`src/rtl/pt_frame_seq.sv`:
```
// PT2262 frame sequencer: takes one 12-trit code word and drives cb_gen's state
// input trit by trit, appends sync, and repeats the frame REPEATS times.
module pt_frame_seq #(
    parameter int BIT_CLKS  = 32,
    parameter int SYNC_BITS = 4,
    parameter int REPEATS   = 4
) (
    input  logic        clk,
    input  logic        reset_n,
    input  logic [23:0] frame_data,
    input  logic        frame_valid,
    output logic        frame_ready,
    input  logic        abort,
    output logic [1:0]  state,
    output logic        tx_en,
    output logic        sym_start,
    output logic        done
);

    localparam int CW = $clog2(BIT_CLKS);
    localparam int SW = $clog2(SYNC_BITS + 1);
    localparam int RW = $clog2(REPEATS + 1);

    localparam logic [CW-1:0] CLK_LAST  = CW'(BIT_CLKS - 1);
    localparam logic [SW-1:0] SYNC_LAST = SW'(SYNC_BITS - 1);
    localparam logic [RW-1:0] REP_LAST  = RW'(REPEATS - 1);
    localparam logic [3:0]    TRIT_LAST = 4'd11;

    localparam logic [1:0] SYM_F    = 2'b10;
    localparam logic [1:0] SYM_SYNC = 2'b11;

    typedef enum logic [1:0] {
        IDLE = 2'd0,
        DATA = 2'd1,
        SYNC = 2'd2
    } fsm_e;

    fsm_e          fsm_q, fsm_d;
    logic [23:0]   word_q, word_d;
    logic [CW-1:0] clk_cnt_q, clk_cnt_d;
    logic [3:0]    trit_idx_q, trit_idx_d;
    logic [SW-1:0] sync_cnt_q, sync_cnt_d;
    logic [RW-1:0] rep_cnt_q, rep_cnt_d;
    logic [1:0]    state_q, state_d;
    logic          tx_en_q, tx_en_d;
    logic          sym_q, sym_d;
    logic          done_q, done_d;
    logic          ready_q, ready_d;
    logic [3:0]    trit_nxt;

    // Illegal trit 2'b11 is sent as float so sync never appears in the data phase.
    function automatic logic [1:0] trit_sym(input logic [23:0] w, input logic [3:0] idx);
        logic [1:0] t;
        t = w[{idx, 1'b0} +: 2];
        return (t == SYM_SYNC) ? SYM_F : t;
    endfunction

    assign trit_nxt = trit_idx_q + 4'd1;

    always_comb begin
        // NOTE: every next-state signal is defaulted first so no path infers a latch.
        fsm_d      = fsm_q;
        word_d     = word_q;
        clk_cnt_d  = clk_cnt_q;
        trit_idx_d = trit_idx_q;
        sync_cnt_d = sync_cnt_q;
        rep_cnt_d  = rep_cnt_q;
        state_d    = state_q;
        tx_en_d    = tx_en_q;
        ready_d    = ready_q;
        sym_d      = 1'b0;
        done_d     = 1'b0;

        unique case (fsm_q)
            IDLE: begin
                if (frame_valid) begin
                    fsm_d      = DATA;
                    word_d     = frame_data;
                    clk_cnt_d  = '0;
                    trit_idx_d = '0;
                    sync_cnt_d = '0;
                    rep_cnt_d  = '0;
                    state_d    = trit_sym(frame_data, 4'd0);
                    tx_en_d    = 1'b1;
                    sym_d      = 1'b1;
                    ready_d    = 1'b0;
                end
            end
            DATA: begin
                if (abort) begin
                    fsm_d   = IDLE;
                    state_d = SYM_SYNC;
                    tx_en_d = 1'b0;
                    ready_d = 1'b1;
                end else if (clk_cnt_q == CLK_LAST) begin
                    clk_cnt_d = '0;
                    sym_d     = 1'b1;
                    if (trit_idx_q == TRIT_LAST) begin
                        fsm_d      = SYNC;
                        sync_cnt_d = '0;
                        state_d    = SYM_SYNC;
                    end else begin
                        trit_idx_d = trit_nxt;
                        state_d    = trit_sym(word_q, trit_nxt);
                    end
                end else begin
                    clk_cnt_d = clk_cnt_q + 1'b1;
                end
            end
            SYNC: begin
                if (abort) begin
                    fsm_d   = IDLE;
                    state_d = SYM_SYNC;
                    tx_en_d = 1'b0;
                    ready_d = 1'b1;
                end else if (clk_cnt_q == CLK_LAST) begin
                    clk_cnt_d = '0;
                    if (sync_cnt_q == SYNC_LAST) begin
                        rep_cnt_d = rep_cnt_q + 1'b1;
                        if (rep_cnt_q == REP_LAST) begin
                            fsm_d   = IDLE;
                            state_d = SYM_SYNC;
                            tx_en_d = 1'b0;
                            ready_d = 1'b1;
                            done_d  = 1'b1;
                        end else begin
                            // Next repeat starts immediately: no gap cycle in tx_en.
                            fsm_d      = DATA;
                            trit_idx_d = '0;
                            state_d    = trit_sym(word_q, 4'd0);
                            sym_d      = 1'b1;
                        end
                    end else begin
                        sync_cnt_d = sync_cnt_q + 1'b1;
                    end
                end else begin
                    clk_cnt_d = clk_cnt_q + 1'b1;
                end
            end
            default: begin
                fsm_d   = IDLE;
                state_d = SYM_SYNC;
                tx_en_d = 1'b0;
                ready_d = 1'b1;
            end
        endcase
    end

    always_ff @(posedge clk or negedge reset_n) begin
        if (!reset_n) begin
            fsm_q      <= IDLE;
            word_q     <= '0;
            clk_cnt_q  <= '0;
            trit_idx_q <= '0;
            sync_cnt_q <= '0;
            rep_cnt_q  <= '0;
            state_q    <= SYM_SYNC;
            tx_en_q    <= 1'b0;
            sym_q      <= 1'b0;
            done_q     <= 1'b0;
            ready_q    <= 1'b1;
        end else begin
            // NOTE: non-blocking assignments keep every register sampling pre-edge values.
            fsm_q      <= fsm_d;
            word_q     <= word_d;
            clk_cnt_q  <= clk_cnt_d;
            trit_idx_q <= trit_idx_d;
            sync_cnt_q <= sync_cnt_d;
            rep_cnt_q  <= rep_cnt_d;
            state_q    <= state_d;
            tx_en_q    <= tx_en_d;
            sym_q      <= sym_d;
            done_q     <= done_d;
            ready_q    <= ready_d;
        end
    end

    assign frame_ready = ready_q;
    assign state       = state_q;
    assign tx_en       = tx_en_q;
    assign sym_start   = sym_q;
    assign done        = done_q;

endmodule

```
`config.mk`:
```
export PLATFORM = sky130hd
export DESIGN_NAME = pt_frame_seq
export DESIGN_NICKNAME = d
export VERILOG_FILES = /design/src/rtl/pt_frame_seq.sv
export SDC_FILE = /design/constraint.sdc
export NUM_CORES = 1
export LEC_CHECK = 0
export CAP_MARGIN = 20
export CORE_MARGIN = 10
export CORE_UTILIZATION = 40
export CTS_CLUSTER_SIZE = 16
export DETAILED_ROUTE_END_ITERATION = 12
export PLACE_DENSITY = 0.61
export SLEW_MARGIN = 20
export SYNTH_ARGS = -nofsm -noshare
export SYNTH_HDL_FRONTEND = slang
export SYNTH_SLANG_ARGS = --single-unit
export TNS_END_PERCENT = 10
```
`constraint.sdc`:
```
create_clock -name clk -period 6.4 [get_ports clk]
set_input_delay 1.28 -clock clk [delete_from_list [all_inputs] [get_ports clk]]
set_output_delay 1.28 -clock clk [all_outputs]
set_load 0.005 [all_outputs]
```
### After elaboration in Yosys (flattened, before gate mapping)

Index checks and enable logic that the tools add are counted.
Widths: inputs -> output; s select.

| cells by class | value |
|---|---|
| divide/modulo/power cells | 0 |
| equal/unequal tests | 26 |
| bitwise operators | 0 |
| shift-type cells | 1 |
| reduce and logical (&&, ||, !) cells | 13 |
| $add $sub $neg | 4 |
| multiplexer cells | 73 |
| magnitude comparators | 0 |
| multipliers | 0 |

Operator list:

| kind | count |
|---|---|
| $mux 2 | 18 |
| $mux 4 | 8 |
| $mux 3 | 10 |
| $mux 1 | 25 |
| $ne 2x2->1 const B | 12 |
| $shiftx 24x6->2 | 1 |
| $mux 5 | 3 |
| $ne 3x3->1 const B | 5 |
| $reduce_and 5->1 | 3 |
| $pmux 2 s3 | 2 |
| $pmux 4 s3 | 1 |
| $pmux 5 s2 | 1 |
| $pmux 1 s3 | 3 |
| $pmux 3 s3 | 1 |
| $reduce_and 9->1 | 1 |
| $eq 2x2->1 const B | 4 |
| $reduce_and 8->1 | 1 |
| $add 3x1->3 const B | 2 |
| $eq 3x2->1 const B | 2 |
| $pmux 3 s2 | 1 |
| $add 5x1->5 const B | 1 |
| $eq 5x5->1 const B | 1 |
| $add 4x1->4 const B | 1 |
| $eq 4x4->1 const B | 1 |
| 8 further kinds | 9 |

| storage, ports and cells | value |
|---|---|
| bits in read-only memories | 0 |
| memory bits (writable) | 0 |
| memories kept | 0 |
| latch bits | 0 |
| register bits after elaboration | 47 |
| logic and storage cells | 128 |
| input port bits | 28 |
| output and inout bits | 6 |

### Logic depth before layout (Yosys ltp)

Gate-level depths: netlist of the first run.

| logic depth | value |
|---|---|
| word-level depth | 8 |
| depth in mapped cells | 8 |
| gate-level depth less buffers | 8 |

### Worst setup path before layout of the first run

Ideal clock, no wire load.

| path | value |
|---|---|
| path kind | input -> register |
| from | input port abort |
| to | register rep_cnt_q[0] |
| cell stages on the path | 5 |
| data required time | 6.275 ns |
| setup slack | 3.885 ns |
| setup time | 0.125 ns |
| buffers on the path | 1 |
| arrival time | 2.390 ns |
| cell sequence | buf_6 > inv_1 > nand3_1 > a211oi_1 > mux2_2 |

| on the way | value |
|---|---|
| word-level cells in the longest chain between the ends | 2 |

Ends and longest elaborated chain:

| what | line | source |
|---|---|---|
| start: declaration | 13 | `input logic abort,` |
| $ne 2x2->1 (no line) | - |  |
| $reduce_and 5->1 (no line) | - |  |
| end signal: assignment | 169 | `rep_cnt_q <= rep_cnt_d;` |
| end: declaration | 43 | `logic [RW-1:0] rep_cnt_q, rep_cnt_d;` |

Every way passes these cells.
A chain may end at the register's enable or synchronous reset.

### Worst setup path in the final report of the first run

| path | value |
|---|---|
| from | input port abort |
| to | register state_q[1] (netlist: state[1]) |

| on the way | value |
|---|---|
| word-level cells in the longest chain between the ends | 2 |
| elaborated cells between the ends (all ways) | 7 |
| those cells by class | 3 x eq/ne; 3 x mux; 1 x reduce/logical |

Ends and longest elaborated chain:

| what | line | source |
|---|---|---|
| $ne 3x3->1 (no line), or another cell as far along | - |  |
| $reduce_and 4->1 (no line) or $pmux 2 s3 (tied branches) | - |  |
| end signal: assignment | 170 | `state_q <= state_d;` |
| end: declaration | 44 | `logic [1:0] state_q, state_d;` |

Parallel ways exist; a longest one is shown, timed or not.

==> qor.txt, run 1 <==
FP Rows = 28
DP Worst Slack = 3180 ps
Final nets = 283
First-pass GRT wire length = 8.27 mm
Largest net degree at the start of global routing = 48
Pwr Density = 394 mW/mm^2
Async SR Flop Fraction = 100%
Worst Tran Pin Value = 897 ps
Total routed wirelength = 4.83 mm
Vias/cell = 5.23
Critical Path AT = 3140 ps
Post-CTS setup buffer count = 0
Final Cycle Share = 45.5%
Synth unique cells = 36
# IOs = 34
Final hold vios = 0
RR Startpoint = trit_idx_q[0]
Slack of the worst reg-to-reg path = 3950 ps
WP data required = 6630 ps
Core Box Area = 0.00596 sq mm
Min-Delay Startpoint = frame_ready
Final HPWL DP = 3.57 mm
RSZ-0062 raised after global routing = false
Leak = 1.26 nW
Vias = 1674
Fillers = 556
Synthesized cell area = 0.00246 sq mm
Synth Register Bits = 47
Layout cell share with drive strength beyond 1 = 17.6%
Setup TNS = 0 ps
Chip height = 98.4 microns
Mean Syn Cell Area = 11.7 sq um
Clk_lat worst skew = 310 ps
# port buffers = 33
CP max-delay cell = clkdlybuf4s50_1
Max Slew Vio Count = 0
Critical path buffers and inverters = 2
Worst Hold Path Cells = 2
Die area = 0.00968 sq mm
Final worst slack = 3490 ps
Final Skew = 10.2 ps
Clk root buf = clkbuf_8
GPL Wtd Cong = 0.800
Largest stage delay, worst path = 650 ps
Horiz. Die Dim = 98.4 microns
GRT Residual Overflow = 0
F_max = 343 MHz
Relative slew slack = 39.8%
WHS Endpoint = frame_ready
DRT Pass-1 Iters = 4
Clock Sinks = 47
Starting DRT DRC Count = 45
WL/cell = 15.1 microns
YS warnings = 0
Final setup vio count = 0
Initial Utilization = 41.3%
Synth Flop Type = dfrtp_1
Vias in the first global route = 1703
Post-synthesis cell count = 211
Worst VDD drop = 0.160 mV
Total chip power = 0.00117 W
Min cycle time layout = 2910 ps
Worst path cell trace = clkdlybuf4s50_1 -> inv_1 -> a311oi_1 -> nand3_1 -> nor4_1 -> a21oi_1
Synthesis-to-finish area growth = 20.2%
H-Tree Depth = 2
# DRC = 0
Post-synth EDFFs = 0
Post_cts resized = 0
Worst R2R End = state[0]
CTS tree = yes
Clk slew on worst S/H paths = 90 ps
Crit path max-delay family = buffers and inverters
Critical Path End Type = flop
Syn nets = 250
Max-Cap Viols = 0
Total track usage = 10.3%
Worst Path Class, Setup = primary input to flop
Number of routed nets with antenna violations = 0
CTS Buffer Depth = 2
Status = finished, final reports clean
Post-synthesis sequential area ratio = 48.0%
CP Max Fanout = 9
Path depth of the worst reg2reg path = 6
Total CTS buffers = 5
Number of diodes = 0
Initial antenna violation count = 0
Hold-fix buffers, CTS = 0
Worst setup SP type = primary input
Hold Path Class = flop to flop
==> tightest hold or removal path, delay by kind of cell (launching register included) <==
family / cells / cell delay (ps)
compound gates: 1 / 70
flops: 1 / 370
simple gates: 1 / 40
==> how the worst max path moves through the flow <==
stage                     start            to  slack [ps]  depth (start not counted)
after floorplan           abort  rep_cnt_q[0]        3890                          5
after global placement    abort  rep_cnt_q[0]        3190                          5
after detailed placement  abort  rep_cnt_q[0]        3180                          5
after CTS                 abort  rep_cnt_q[0]        3510                          5
after global routing      abort      state[1]        3280                          6
final                     abort      state[1]        3490                          6
==> cell type report <==
type,count,area [sq um],area share (%)
clock buffers,5,68.8,2.33
clock inverters,3,43.8,1.48
inverters,11,41.3,1.40
multi-input cells,145,1180,40.1
flip-flops and latches,47,1180,39.9
well taps,75,93.8,3.18
repair buffers,34,343,11.6
==> logic make-up after synthesis <==
group | count (synthesis) | synth area share (%)
AO/OA/AOI/OAI | 39 | 9.57
XOR/XNOR | 2 | 0.713
adder cells (fa/ha/maj) | 11 | 5.60
buffers and inverters | 19 | 3.82
flip-flops | 47 | 48.0
multiplexers | 37 | 20.3
AND/OR/NAND/NOR | 56 | 12.1
==> cell usage in the layout (no fill, tap or decap), types with 6 or more instances in the layout <==
cell,Yosys,layout
dfrtp_1,44,44
clkdlybuf4s50_1,0,32
mux2_2,27,27
o21ai_0,18,18
nand2_1,17,17
inv_1,11,11
ha_1,11,11
nand3_1,10,10
nor2b_1,7,7
a21oi_1,6,6
nor2_1,6,6
==> cells in the mapped netlist (all sizes together), types with 3 or more instances <==
cell type / number / area, sq um
inv: 11 / 41.3
nor2b: 7 / 43.8
buf: 3 / 33.8
mux4: 6 / 154
nor2: 6 / 22.5
mux2: 27 / 304
nand2b: 4 / 25.0
dfrtp: 44 / 1100
ha: 11 / 138
o21ai: 18 / 90.1
nand2: 17 / 63.8
o31ai: 4 / 30.0
dfstp: 3 / 78.8
mux2i: 4 / 40.0
a21oi: 6 / 30.0
nand3: 10 / 50.1
clkbuf: 5 / 18.8
nand3b: 3 / 22.5
==> layer usage <==
metal / global-route usage [%] / share of wire [%] / vias to the layer above
met5: 0 / 0 / -
met4: 3.97 / 1.6 / 0
met3: 2.68 / 4.2 / 6
met2: 15.5 / 45 / 41
met1: 13.7 / 49 / 798
li1: - / - / 829
==> flip-flops by register name, indices dropped and copies added (netlist names) <==
signal,count
word_q,24
clk_cnt_q,5
trit_idx_q,4
rep_cnt_q,3
sync_cnt_q,3
fsm_q,2
state,2
done,1
frame_ready,1
sym_start,1
tx_en,1
==> stage by stage <==
stage / area [sq um] / hold slack [ps] / utilization (%) / cells
floorplan: 2460 / 435 / - / 211
global placement: 2830 / 462 / 47.4 / 311
detailed placement: 2830 / 487 / 47.4 / 311
CTS: 2940 / 500 / 49.3 / 319
global route: 2960 / 519 / 49.6 / 320
finish: 2960 / 492 / 49.6 / 320
==> power breakdown <==
group          total [W]  internal, W  switching, W
Clock           0.000220     0.000116      0.000104
Sequential      0.000483     0.000415     0.0000679
Combinational   0.000463     0.000261      0.000202
(Power assumes the default switching activity.)
==> run 2, diff against run 1 <==
==> constraint.sdc (replaced) <==
create_clock -name clk -period 2.7 [get_ports clk]
set_input_delay 0.54 -clock clk [delete_from_list [all_inputs] [get_ports clk]]
set_output_delay 0.54 -clock clk [all_outputs]
set_load 0.005 [all_outputs]
==> run 2 against run 1 <==
Register-to-register slack got worse by 3400 ps. Wire length grew 3.2%. Worst setup slack worse by 2900 ps. Highest routed layer unchanged. Critical path depth unchanged. Cell count up 1.9%. Die area did not move. Non-clock buffer count increased by 6. Sequential power up 140%. Final area increased by 1.2%. Worst hold slack lost 350 ps. Global-route usage up 0.33 points.
==> qor.txt, run 2 (synthesis gave the netlist of run 1 again) <==
Status = finished, final reports clean
Max-Cap Viols = 0
CP Launch Point = trit_idx_q[1]
WL/cell = 15.3 microns
Layout cell share with drive strength beyond 1 = 19.5%
F_max = 468 MHz
Vias/cell = 5.15
Clk root buf = clkbuf_8
Vias in the first global route = 1795
Path depth of the worst reg2reg path = 6
Synthesis-to-finish area growth = 21.6%
Post-CTS setup buffer count = 0
Biggest register = word_q
GPL Wtd Cong = 0.835
Clk_lat worst skew = 310 ps
RR Startpoint = trit_idx_q[1]
Commonest non-fill, non-tap cell in the layout = dfrtp_1
Relative slew slack = 65.5%
Initial Utilization = 41.3%
Critical Path AT = 2370 ps
Leak = 1.29 nW
Die area = 0.00968 sq mm
WP data required = 2930 ps
Worst path cell trace = ha_1 -> mux4_1 -> nand3b_1 -> a21oi_1 -> o41ai_1 -> a41oi_1
Final Cycle Share = 79.2%
Post_cts resized = 0
Total routed wirelength = 4.98 mm
First-pass GRT wire length = 8.62 mm
GRT Residual Overflow = 0
CP Max Fanout = 7
Final nets = 289
Chip height = 98.4 microns
Worst VDD drop = 0.431 mV
Worst Path Class, Setup = flop to flop
Total chip power = 0.00280 W
Min cycle time layout = 2140 ps
Most frequent cells in the layout = dfrtp_1, clkdlybuf4s50_1, mux2_2
Critical Path End Type = flop
Post-Layout Cell Count = 326
Final setup vio count = 0
# port buffers = 33
Max reg flops = 24
FP Rows = 28
CTS tree = yes
Dpl cells = 318
Worst hold slack = 138 ps
Total track usage = 10.6%
Final Skew = 8.27 ps
Number of routed nets with antenna violations = 0
Initial antenna violation count = 0
Clk slew on worst S/H paths = 90 ps
CP max-delay cell = mux4_1
Core Box Area = 0.00596 sq mm
Hold-fix buffers, CTS = 0
Largest net degree at the start of global routing = 27
Finished Cell Area = 0.00299 sq mm
# IOs = 34
Setup TNS = 0 ps
Final hold vios = 0
Largest stage delay, worst path = 600 ps
Pwr Density = 936 mW/mm^2
Hold Path Class = primary input to async pin
Total CTS buffers = 5
Number of diodes = 0
Worst setup SP type = flop
Final HPWL DP = 3.72 mm
Worst Tran Pin Value = 517 ps
Vias = 1679
CTS Buffer Depth = 2
Placed cell area = 0.00288 sq mm
H-Tree Depth = 2
DRT Pass-1 Iters = 4
RSZ-0062 raised after global routing = false
Biggest regs = word_q x24, clk_cnt_q x5, trit_idx_q x4
Max Slew Vio Count = 0
Starting DRT DRC Count = 61
Horiz. Die Dim = 98.4 microns
Clock Sinks = 47
# DRC = 0
## run 2: per-layer routing
layer	global-route usage, %	vias up	share of wire (%)	wire [microns]
met2	16.6	28	46	2310
met3	3.03	6	4.1	205
met5	0	-	0	0
met1	13.4	807	48	2380
li1	-	838	-	-
met4	4.30	0	1.7	85
## run 2: worst paths after layout
path / to / slack [ps]
hold / removal: word_q[11] / 140
max in group asynchronous: clk_cnt_q[1] / 1950
hold reg to reg: clk_cnt_q[3] / 480
setup reg to reg: state[0] / 560
min in group clk: clk_cnt_q[3] / 480
setup / recovery: state[0] / 560
## run 2: cell type report
type | count | area, sq um
fillers | 556 | 2970
multi-input cells | 145 | 1180
flip-flops and latches | 47 | 1180
repair buffers | 40 | 378
well taps | 75 | 93.8
clock buffers | 5 | 68.8
clock inverters | 3 | 43.8
inverters | 11 | 41.3
## run 2: per-stage QoR
step | worst slack (ps) | util [%]
after floorplan | 617 | -
after global placement | 452 | 48.3
after detailed placement | 398 | 48.3
after CTS | 550 | 50.2
after global routing | 332 | 50.2
final | 561 | 50.2
## run 2: critical path, delay by kind of cell (launching register included)
kind	cells	cell delay, ps
fa+ha+maj	1	460
simple gates	1	170
flops	1	410
mux	1	600
compound gates	3	440
## run 2: where the power goes
part | total [W] | internal [W] | switching (W)
Sequential | 0.00114 | 0.000984 | 0.000152
Combinational | 0.00113 | 0.000649 | 0.000483
Clock | 0.000532 | 0.000276 | 0.000256
